[config.mk]
export PLATFORM = sky130hd
export DESIGN_NAME = lbus_regif
export DESIGN_NICKNAME = d
export VERILOG_FILES = /design/src/rtl/lbus_regif.sv
export SDC_FILE = /design/constraint.sdc
export NUM_CORES = 1
export LEC_CHECK = 0
export CAP_MARGIN = 10
export CORE_AREA = 2 2 332 170
export CTS_CLUSTER_SIZE = 28
export DETAILED_ROUTE_END_ITERATION = 8
export DIE_AREA = 0 0 334 172
export PLACE_DENSITY_LB_ADDON = 0.05
export RECOVER_POWER = 100
export SLEW_MARGIN = 20
export SYNTH_ARGS = -nofsm -noshare
export SYNTH_HDL_FRONTEND = slang
export SYNTH_SLANG_ARGS = --single-unit
[constraint.sdc]
create_clock -name clk -period 9.96 [get_ports clk]
set_clock_uncertainty 0.2 [all_clocks]
set_input_delay 0.996 -clock clk [delete_from_list [all_inputs] [get_ports clk]]
set_output_delay 0.996 -clock clk [all_outputs]
set_load 0.01 [all_outputs]
[src/rtl/lbus_regif.sv]
// lbus_regif: LBUS slave holding operand-A buffer and operand-B register, streaming A to a core and capturing its 128-bit result
//   Optional feature: define LBUS_READBACK_EN to make the A/B windows readable (otherwise they read 0).
//   Ports: clk, rst (async, active-high)
//          lbus_a, lbus_di, lbus_wr, lbus_rd -> lbus_do : controller bus (write = addr cycle, data cycle, commit)
//          a, b, blk_krdy, blk_drdy, blk_en             : operands and handshakes to the core
//          blk_rstn, blk_dout, blk_kvld, blk_dvld       : soft reset, result and status from the core
module lbus_regif #(
  parameter int A_DEPTH = 6,
  parameter int DW = 24
) (
  input  logic          clk,
  input  logic          rst,
  input  logic [15:0]   lbus_a,
  input  logic [15:0]   lbus_di,
  input  logic          lbus_wr,
  input  logic          lbus_rd,
  output logic [15:0]   lbus_do,
  output logic [DW-1:0] a,
  output logic [DW-1:0] b,
  output logic          blk_krdy,
  output logic          blk_drdy,
  output logic          blk_en,
  input  logic          blk_rstn,
  input  logic [127:0]  blk_dout,
  input  logic          blk_kvld,
  input  logic          blk_dvld
);
  localparam int IW = $clog2(A_DEPTH + 1);
  localparam int AW = $clog2(A_DEPTH);
  localparam logic [15:0] CTRL = 16'h0002;
  localparam logic [15:0] A_BASE = 16'h0100;
  localparam logic [15:0] A_END = 16'(32'h0100 + 2 * A_DEPTH);
  localparam logic [15:0] B_LO = 16'h0110;
  localparam logic [15:0] B_HI = 16'h0111;
  localparam logic [15:0] R_BASE = 16'h0180;
  typedef struct packed {
    logic [A_DEPTH-1:0][DW-1:0] abuf;
    logic [DW-1:0]              breg;
    logic [127:0]               result;
    logic [DW-1:0]              a;
    logic [15:0]                addr_q;
    logic [IW-1:0]              idx;
    logic                       wr_q;
    logic                       busy;
    logic                       done;
    logic                       kvld_seen;
    logic                       krdy;
    logic                       drdy;
  } state_t;
  state_t s, n;
  logic wr_ok, a_wr, b_wr, start;
  logic [AW-1:0] wi;
  logic unused;
  assign unused = lbus_rd;
  // the A window is 256-aligned and shorter than 256 words, so the entry index is just the word address bits above the hi/lo bit
  assign wi = s.addr_q[AW:1];
  assign wr_ok = s.wr_q && !s.busy;
  assign a_wr = wr_ok && s.addr_q >= A_BASE && s.addr_q < A_END;
  assign b_wr = wr_ok && s.addr_q[15:1] == B_LO[15:1];
  // a result arriving on the same edge takes precedence over a start
  assign start = wr_ok && s.addr_q == CTRL && lbus_di[0] && !blk_dvld;
  always_comb begin
    n = s;
    n.wr_q = lbus_wr;
    n.addr_q = lbus_wr ? lbus_a : s.addr_q;
    n.krdy = wr_ok && s.addr_q == B_HI;
    n.kvld_seen = s.kvld_seen | blk_kvld;
    if (a_wr && s.addr_q[0]) n.abuf[wi][DW-1:16] = lbus_di[DW-17:0];
    if (a_wr && !s.addr_q[0]) n.abuf[wi][15:0] = lbus_di;
    if (b_wr && s.addr_q[0]) n.breg[DW-1:16] = lbus_di[DW-17:0];
    if (b_wr && !s.addr_q[0]) n.breg[15:0] = lbus_di;
    // idx points at the next entry to present; once it runs off the end the stream stops and a holds the last entry
    if (s.drdy && s.idx == IW'(A_DEPTH)) n.drdy = 1'b0;
    else if (s.drdy) begin
      n.a = s.abuf[s.idx];
      n.idx = s.idx + IW'(1);
    end
    if (start) begin
      n.busy = 1'b1;
      n.done = 1'b0;
      n.drdy = 1'b1;
      n.a = s.abuf[0];
      n.idx = IW'(1);
    end
    if (blk_dvld) begin
      n.result = blk_dout;
      n.done = 1'b1;
      n.busy = 1'b0;
      n.drdy = 1'b0;
    end
  end
  always_ff @(posedge clk or posedge rst)
    if (rst) s <= '0;
    else s <= blk_rstn ? n : '0;
  always_comb begin
    lbus_do = '0;
    if (lbus_a == CTRL) lbus_do = {13'b0, s.kvld_seen, s.done, s.busy};
    if (lbus_a[15:3] == R_BASE[15:3]) lbus_do = s.result[{lbus_a[2:0], 4'b0} +: 16];
`ifdef LBUS_READBACK_EN
    if (lbus_a >= A_BASE && lbus_a < A_END)
      lbus_do = lbus_a[0] ? 16'(s.abuf[lbus_a[AW:1]][DW-1:16]) : s.abuf[lbus_a[AW:1]][15:0];
    if (lbus_a == B_LO) lbus_do = s.breg[15:0];
    if (lbus_a == B_HI) lbus_do = 16'(s.breg[DW-1:16]);
`endif
  end
  assign a = s.a;
  assign b = s.breg;
  assign blk_krdy = s.krdy;
  assign blk_drdy = s.drdy;
  assign blk_en = s.busy;
endmodule

==> summary.md, run 1 <==
| Metric | Value |
|---|---|
| Clk Latency, worst-skew pair | 570 ps |
| Max stage delay cell, worst path | o21ai_0 |
| Max Cap Violations | 8 |
| Vias in the first global route | 12270 |
| Number of buffers and inverters on the critical path | 2 |
| RSZ-0062 raised after global routing | no |
| Crit path max fanout | 76 |
| Synth Instances | 1516 |
| Most used cell, CP | clkbuf_1 |
| WHS | 280 ps |
| Number of placement rows | 61 |
| Largest net degree at the start of global routing | 159 |
| Post-CTS Setup Inserts | 0 |
| Critical path's largest stage delay | 2580 ps |
| H-Tree Depth | 2 |
| Synth top area cells | dfrtp_1 50%, mux2i_1 21%, nor2b_1 5.3%, mux4_2 4.2%, nand2_1 3.2% |
| Max Freq | 145 MHz |
| Synth Flop Type | dfrtp_1 |
| Synth area leader | dfrtp_1 |
| Max clock buf depth | 3 |
| Total wire length | approximately 56000 um |
| Syn_nets | 1685 |
| Total negative slack | 0 ps |
| Syn Area/Cell | 11.4 sq um |
| VDD IR-drop max | about 90 uV |
| Worst setup SP type | input port |
| Area fraction of the dominant cell type after synthesis | 0.500 |
| Pwr/cell area | 151 nW/um^2 |
| WP depth | 4 |
| Final Hold Viols | 0 |
| Clock sinks | 345 |
| CTS tree | yes |
| DRT Pass-1 Iters | 5 |
| Lkg Pwr | 0.00925 uW |
| Register area share after synthesis | 0.500 |
| Min-Delay Path Depth | 1 |
| RePlAce Congestion | about 0.74 |
| Core footprint | ~55000 sq um |
| Die height | 172 um |
| Hold Crit Class | reg -> reg |
| Distinct cells, synth | 43 |
| Initial antenna violation count | 4 |
| Wire length per cell | 23.6 um |
| Port bufs | 232 |
| Layout cell share with drive strength beyond 1 | 0.0759 |
| CP endpoint kind | flop |
| Max-Slew Margin vs Limit | -1.80 |
| Global-route wire length before repair | 83500 um |
| EDFF count, synth | 0 |
| Iteration-0 DRC Markers | between 800 and 900 |
| Routed vias | about 12000 |
| Min Clock Period, post-route | 6900 ps |
| Vias/cell | 5.09 |
| Area added between synthesis and finish | 21.5% |
| Root Buffer | clkbuf_16 |
| Most common cell in the synthesized netlist | mux2i_1 |
| Starting density of the core | 0.316 |
| Num CTS Buffers | 37 |
| R2r worst-path depth | 5 |
| Final setup fails | 0 |
| I/O pin total | 234 |
| HPWL Detailed | 36900 um |
| PostCTS Resize Cnt | 0 |
| Top cells by count, synth | 360 x mux2i_1, 345 x dfrtp_1, 147 x nand2_1 |
| Drt drc | 0 |
| GRT Resource Usage Total | 0.195 |
| Hold_buf cts | 0 |
| Diodes inserted | 0 |
| Final Net Count | 1807 |
| Post-Syn Area | 17300 sq um |
| Die area | 57400 sq um |
| Async SR Flop Fraction | 1.00 |
| Failing checks | max-capacitance violations, max-slew violations |
| Antenna viol nets, final | 0 |
| Least-Margin Pin Slew | roughly 4200 ps |
| Crit-path leading delay family | buffers and inverters |
| Critical path type | in -> reg |
| Final Cycle Share | 0.693 |
| Worst EP required | 10210 ps |
| GRT Residual Overflow | 0 |
| Synthesized flop and latch total | roughly 350 |
| Die width | 334 um |
| Status | finished, violations left |
| Yosys Warn Count | 0 |
| Max-slew violations | 541 |
| Critical Path AT | about 7000 ps |
| CP Cell Sequence | clkbuf_1, o21ai_0, clkbuf_1, a211oi_1 |
| Clk slew on worst S/H paths | ~60 ps |
-- worst register-to-register path: stages, from the launching register on --
cell and delay, ps:
dfrtp_1 400, nor4_1 550, nand3_1 720, o21ai_0 2370, clkbuf_1 840, o22ai_1 230
-- placed cells by master (no fill, tap or decap), types with 7 or more instances in the layout --
master | synthesis | final
a21boi_0 | 40 | 41
nor2b_1 | 145 | 145
dlygate4sd3_1 | 0 | 68
mux4_2 | 32 | 32
o21ai_0 | 64 | 65
clkbuf_8 | 0 | 7
dfrtp_1 | 345 | 344
clkdlybuf4s50_1 | 0 | 160
clkbuf_16 | 0 | 39
o22ai_1 | 72 | 72
mux2i_1 | 360 | 360
nand2_1 | 147 | 147
nor2_1 | 19 | 19
clkbuf_1 | 96 | 14
nand4_1 | 26 | 26
nand3_1 | 25 | 24
buf_4 | 51 | 20
-- cell families (layout without fill, tap and decap cells) --
| logic type | Yosys count | count (layout) | share of synthesized area |
|---|---|---|---|
| AOI/OAI and AO/OA | 188 | 188 | 0.0672 |
| xor gates and xnor gates | 2 | 2 | 0.00102 |
| adders and majority gates | 2 | 2 | 0.00145 |
| buffers and inverters | 182 | 325 | 0.0523 |
| DFF | 345 | 345 | 0.500 |
| muxes | 392 | 392 | 0.251 |
| and+or+nand+nor | 405 | 405 | 0.127 |
-- area by class of cell --
class	instances	area (sq um)
fill	5369	33700
sequential	345	8640
multi-input combinational	989	7750
timing repair buffer	259	2490
clock buffer	54	1100
tap	724	906
clock inverter	6	58.8
inverter	6	26.3
-- registers in the layout (all words and copies together), names as in the netlist --
| signal | flops |
|---|---|
| blk_en | 1 |
| s | 294 |
| a | 24 |
| b | 24 |
| blk_krdy | 1 |
| blk_drdy | 1 |
-- final timing paths --
kind | to | slack [ps] | startpoint
setup / recovery | s[7] | 3060 | blk_rstn
hold / removal | s[2] | 280 | s[2]
setup reg to reg | a[22] | 4490 | s[16]
hold reg to reg | s[2] | 280 | s[2]
max in group asynchronous | s[24] | 3710 | rst
min in group asynchronous | s[261] | 2280 | rst
-- metrics by stage --
| step | utilization | setup WS [ps] | area, sq um | std cells | power (uW) |
|---|---|---|---|---|---|
| after floorplan | - | 4150 | 17300 | 1516 | 1650 |
| after global placement | 0.363 | 5100 | 19900 | 2322 | 1790 |
| after detailed placement | 0.364 | 5060 | 19900 | 2323 | 1790 |
| after CTS | 0.385 | 5060 | 21000 | 2383 | 3210 |
| after global routing | 0.384 | 2470 | 21000 | 2383 | 3300 |
| final | 0.384 | 3060 | 21000 | 2383 | 3160 |
-- report_power, final --
group	total [uW]	switching, uW	internal, uW
clock	1400	605	790
sequential	1460	23.4	1440
combinational	309	166	143
total	3160	795	2370
-- routing by layer --
layer	vias to the layer above	global-route usage	routed length (um)
met5	-	0	0
li1	5576	-	-
met4	0	0.0321	575
met1	6210	0.324	30400
met3	44	0.0344	3100
met2	298	0.257	22100
Note: power is estimated with default switching activity, not from simulation.
==> run 2, diff against run 1 <==
clock period = 6.4 ns   (was 9.96 ns; I/O delays follow)
==> run 2 against run 1 <==
Net effect: the flow still finishes with violations (max-capacitance violations, max-slew violations); global-route usage up 0.16 points; combinational power up 56%; count of clock-buffer cells in the layout up 7; final area up 0.47%; cell count up 0.55%; first-iteration DRC count up 5.0%; utilization up 0.18 points; non-clock buffer count up 1; die area unchanged; largest power group is now the clock network.
==> summary.md, run 2 (same netlist as run 1, synthesis figures left out) <==
| Metric | Value |
|---|---|
| Most flops, register | s |
| DRT Pass-1 Iters | 5 (unchanged) |
| Total negative slack | 0 ps (unchanged) |
| Max-slew violations | 442 (-18%) |
| Die width | 334 um (unchanged) |
| CTS tree | yes |
| Initial antenna violation count | 4 (unchanged) |
| Reg2Reg Setup Slack | 1290 ps (-3200 ps) |
| Max stage delay cell, worst path | clkbuf_1 |
| Clock sinks | 345 (unchanged) |
| Most used cell, CP | clkbuf_1 |
| Clk Latency, worst-skew pair | 560 ps (about the same) |
| Min Clock Period, post-route | 5110 ps |
| Post-CTS Setup Inserts | 0 (unchanged) |
| Largest net degree at the start of global routing | 149 (-6.3%) |
| Final setup fails | 0 (unchanged) |
| Crit path max fanout | 19 (-75%) |
| Post-route cell area | 21100 sq um (+0.47%) |
| RSZ-0062 raised after global routing | no |
| Area added between synthesis and finish | 22.1% |
| Critical path's largest stage delay | 1180 ps (-1400 ps) |
| Number of placement rows | 61 (unchanged) |
| Hold Crit Class | reg -> reg |
| Core footprint | 54600 sq um (unchanged) |
| Total wire length | 56500 um (+0.59%) |
| Total power | 5040 uW (+59%) |
| VDD IR-drop max | 133 uV (+48%) |
| Vias in the first global route | 12254 (-0.13%) |
| Max-Slew Margin vs Limit | -1.32 (+0.477) |
| Die height | 172 um (unchanged) |
| Hold_buf cts | 0 (unchanged) |
| GRT Resource Usage Total | 0.197 (+0.00156) |
| Clk slew on worst S/H paths | 60 ps (about the same) |
| Global-route wire length before repair | 84200 um (+0.73%) |
| Die area | 57400 sq um (unchanged) |
| Final Net Count | 1809 (+0.11%) |
| Least-Margin Pin Slew | 3480 ps (-715 ps) |
| Vias/cell | 5.05 (-0.79%) |
| Max clock buf depth | 3 (unchanged) |
| H-Tree Depth | 2 (unchanged) |
| Worst EP required | 6540 ps (-3670 ps) |
| Num CTS Buffers | 38 (+2.7%) |
| Filler instances | 5318 (-0.95%) |
| Setup WS post-layout | 1290 ps (-1770 ps) |
| Layout cell share with drive strength beyond 1 | 0.0737 (-0.00230) |
| Antenna viol nets, final | 0 (unchanged) |
| Starting density of the core | 0.316 (unchanged) |
| Max FFs per register | 294 (unchanged) |
| Most frequent cells in the layout | 360 x mux2i_1, 344 x dfrtp_1, 162 x clkdlybuf4s50_1 |
| Final Cycle Share | 0.798 |
| Status | finished, violations left |
| Pwr/cell area | 239 nW/um^2 (+58%) |
| CP Cell Sequence | nor4_1, clkbuf_1, nand3_1, o21ai_4, clkbuf_1, o22ai_1 |
| HPWL Detailed | 37200 um (+0.77%) |
| Final Hold Viols | 0 (unchanged) |
| Critical Path AT | 5250 ps (-1900 ps) |
| WHS | 284 ps (+3.87 ps) |
| Routed vias | 12098 (-0.25%) |
| Max Freq | ~200 MHz |
| Failing checks | max-capacitance violations, max-slew violations |
| GRT Residual Overflow | 0 (unchanged) |
| I/O pin total | 234 (unchanged) |
| Port bufs | 232 (unchanged) |
| Critical path type | reg -> reg |
| Wire length per cell | 23.6 um (about the same) |
| PostCTS Resize Cnt | 0 (unchanged) |
| Drt drc | 0 (unchanged) |
| Iteration-0 DRC Markers | 846 (+5.0%) |
| Placed inst area | 19900 sq um (about the same) |
| Dpl ws | 2250 ps (-2820 ps) |
| Root Buffer | clkbuf_16 |
| RePlAce Congestion | 0.764 (+2.7%) |
| Most common cell after layout, fill and taps aside | mux2i_1 |
| Max Cap Violations | 15 (+7) |
| CP endpoint kind | flop |
| Lkg Pwr | 0.00928 uW (+0.31%) |
| Worst setup SP type | flop |
==> run 2: cell count changes in the layout (fill, tap and decap cells not counted), sizes merged <==
cell,previous run,this run
buf,23,18
clkbuf,62,75
clkdlybuf4s50,160,162
clkinv,4,5
clkinvlp,1,3
diode,0,2
dlygate4sd3,68,66
==> run 2: report_power, final <==
group / internal [uW] / switching (uW) / leakage [uW] / total [uW]
Clock: 1320 / 962 / 0.000623 / 2280
Combinational: 222 / 259 / 0.00394 / 481
Sequential: 2230 / 36.6 / 0.00471 / 2270
Total: 3780 / 1260 / 0.00928 / 5040
==> run 2: per-layer routing <==
| metal | vias to the layer above | track usage | routed length (um) |
|---|---|---|---|
| met3 | 57 | 0.0450 | 2920 |
| met4 | 0 | 0.0335 | 682 |
| met5 | - | 0 | 0 |
| li1 | 5590 | - | - |
| met2 | 246 | 0.254 | 22100 |
| met1 | 6205 | 0.324 | 30800 |
==> run 2: worst paths after layout <==
check,end,startpoint,cells after the start
setup / recovery,a[19],blk_en,6
min in group asynchronous,a[10],rst,2
hold / removal,s[2],s[2],1
hold reg to reg,s[2],s[2],1
setup reg to reg,a[19],blk_en,6
max in group asynchronous,s[71],rst,3
==> run 2: critical path, delay by kind of cell, from the launching register on <==
| kind | cells | cell delay (ps) |
|---|---|---|
| AOI/OAI and AO/OA | 2 | 860 |
| buffers and inverters | 2 | 2100 |
| DFF | 1 | 480 |
| and+or+nand+nor | 2 | 1230 |
==> run 2: per-stage QoR <==
step,utilization,std cells
floorplan,-,1516
global placement,0.364,2322
detailed placement,0.364,2322
CTS,0.387,2392
global route,0.385,2394
finish,0.385,2396
==> run 2: layout make-up <==
| cell class | count | area [sq um] | area share |
|---|---|---|---|
| well taps | 724 | 906 | 0.0430 |
| diodes | 2 | 5.00 | 0.000238 |
| inverters | 6 | 23.8 | 0.00113 |
| flip-flops and latches | 345 | 8640 | 0.410 |
| clock inverters | 9 | 81.3 | 0.00386 |
| clock buffers | 61 | 1190 | 0.0566 |
| repair buffers | 260 | 2510 | 0.119 |
| multi-input cells | 989 | 7710 | 0.366 |
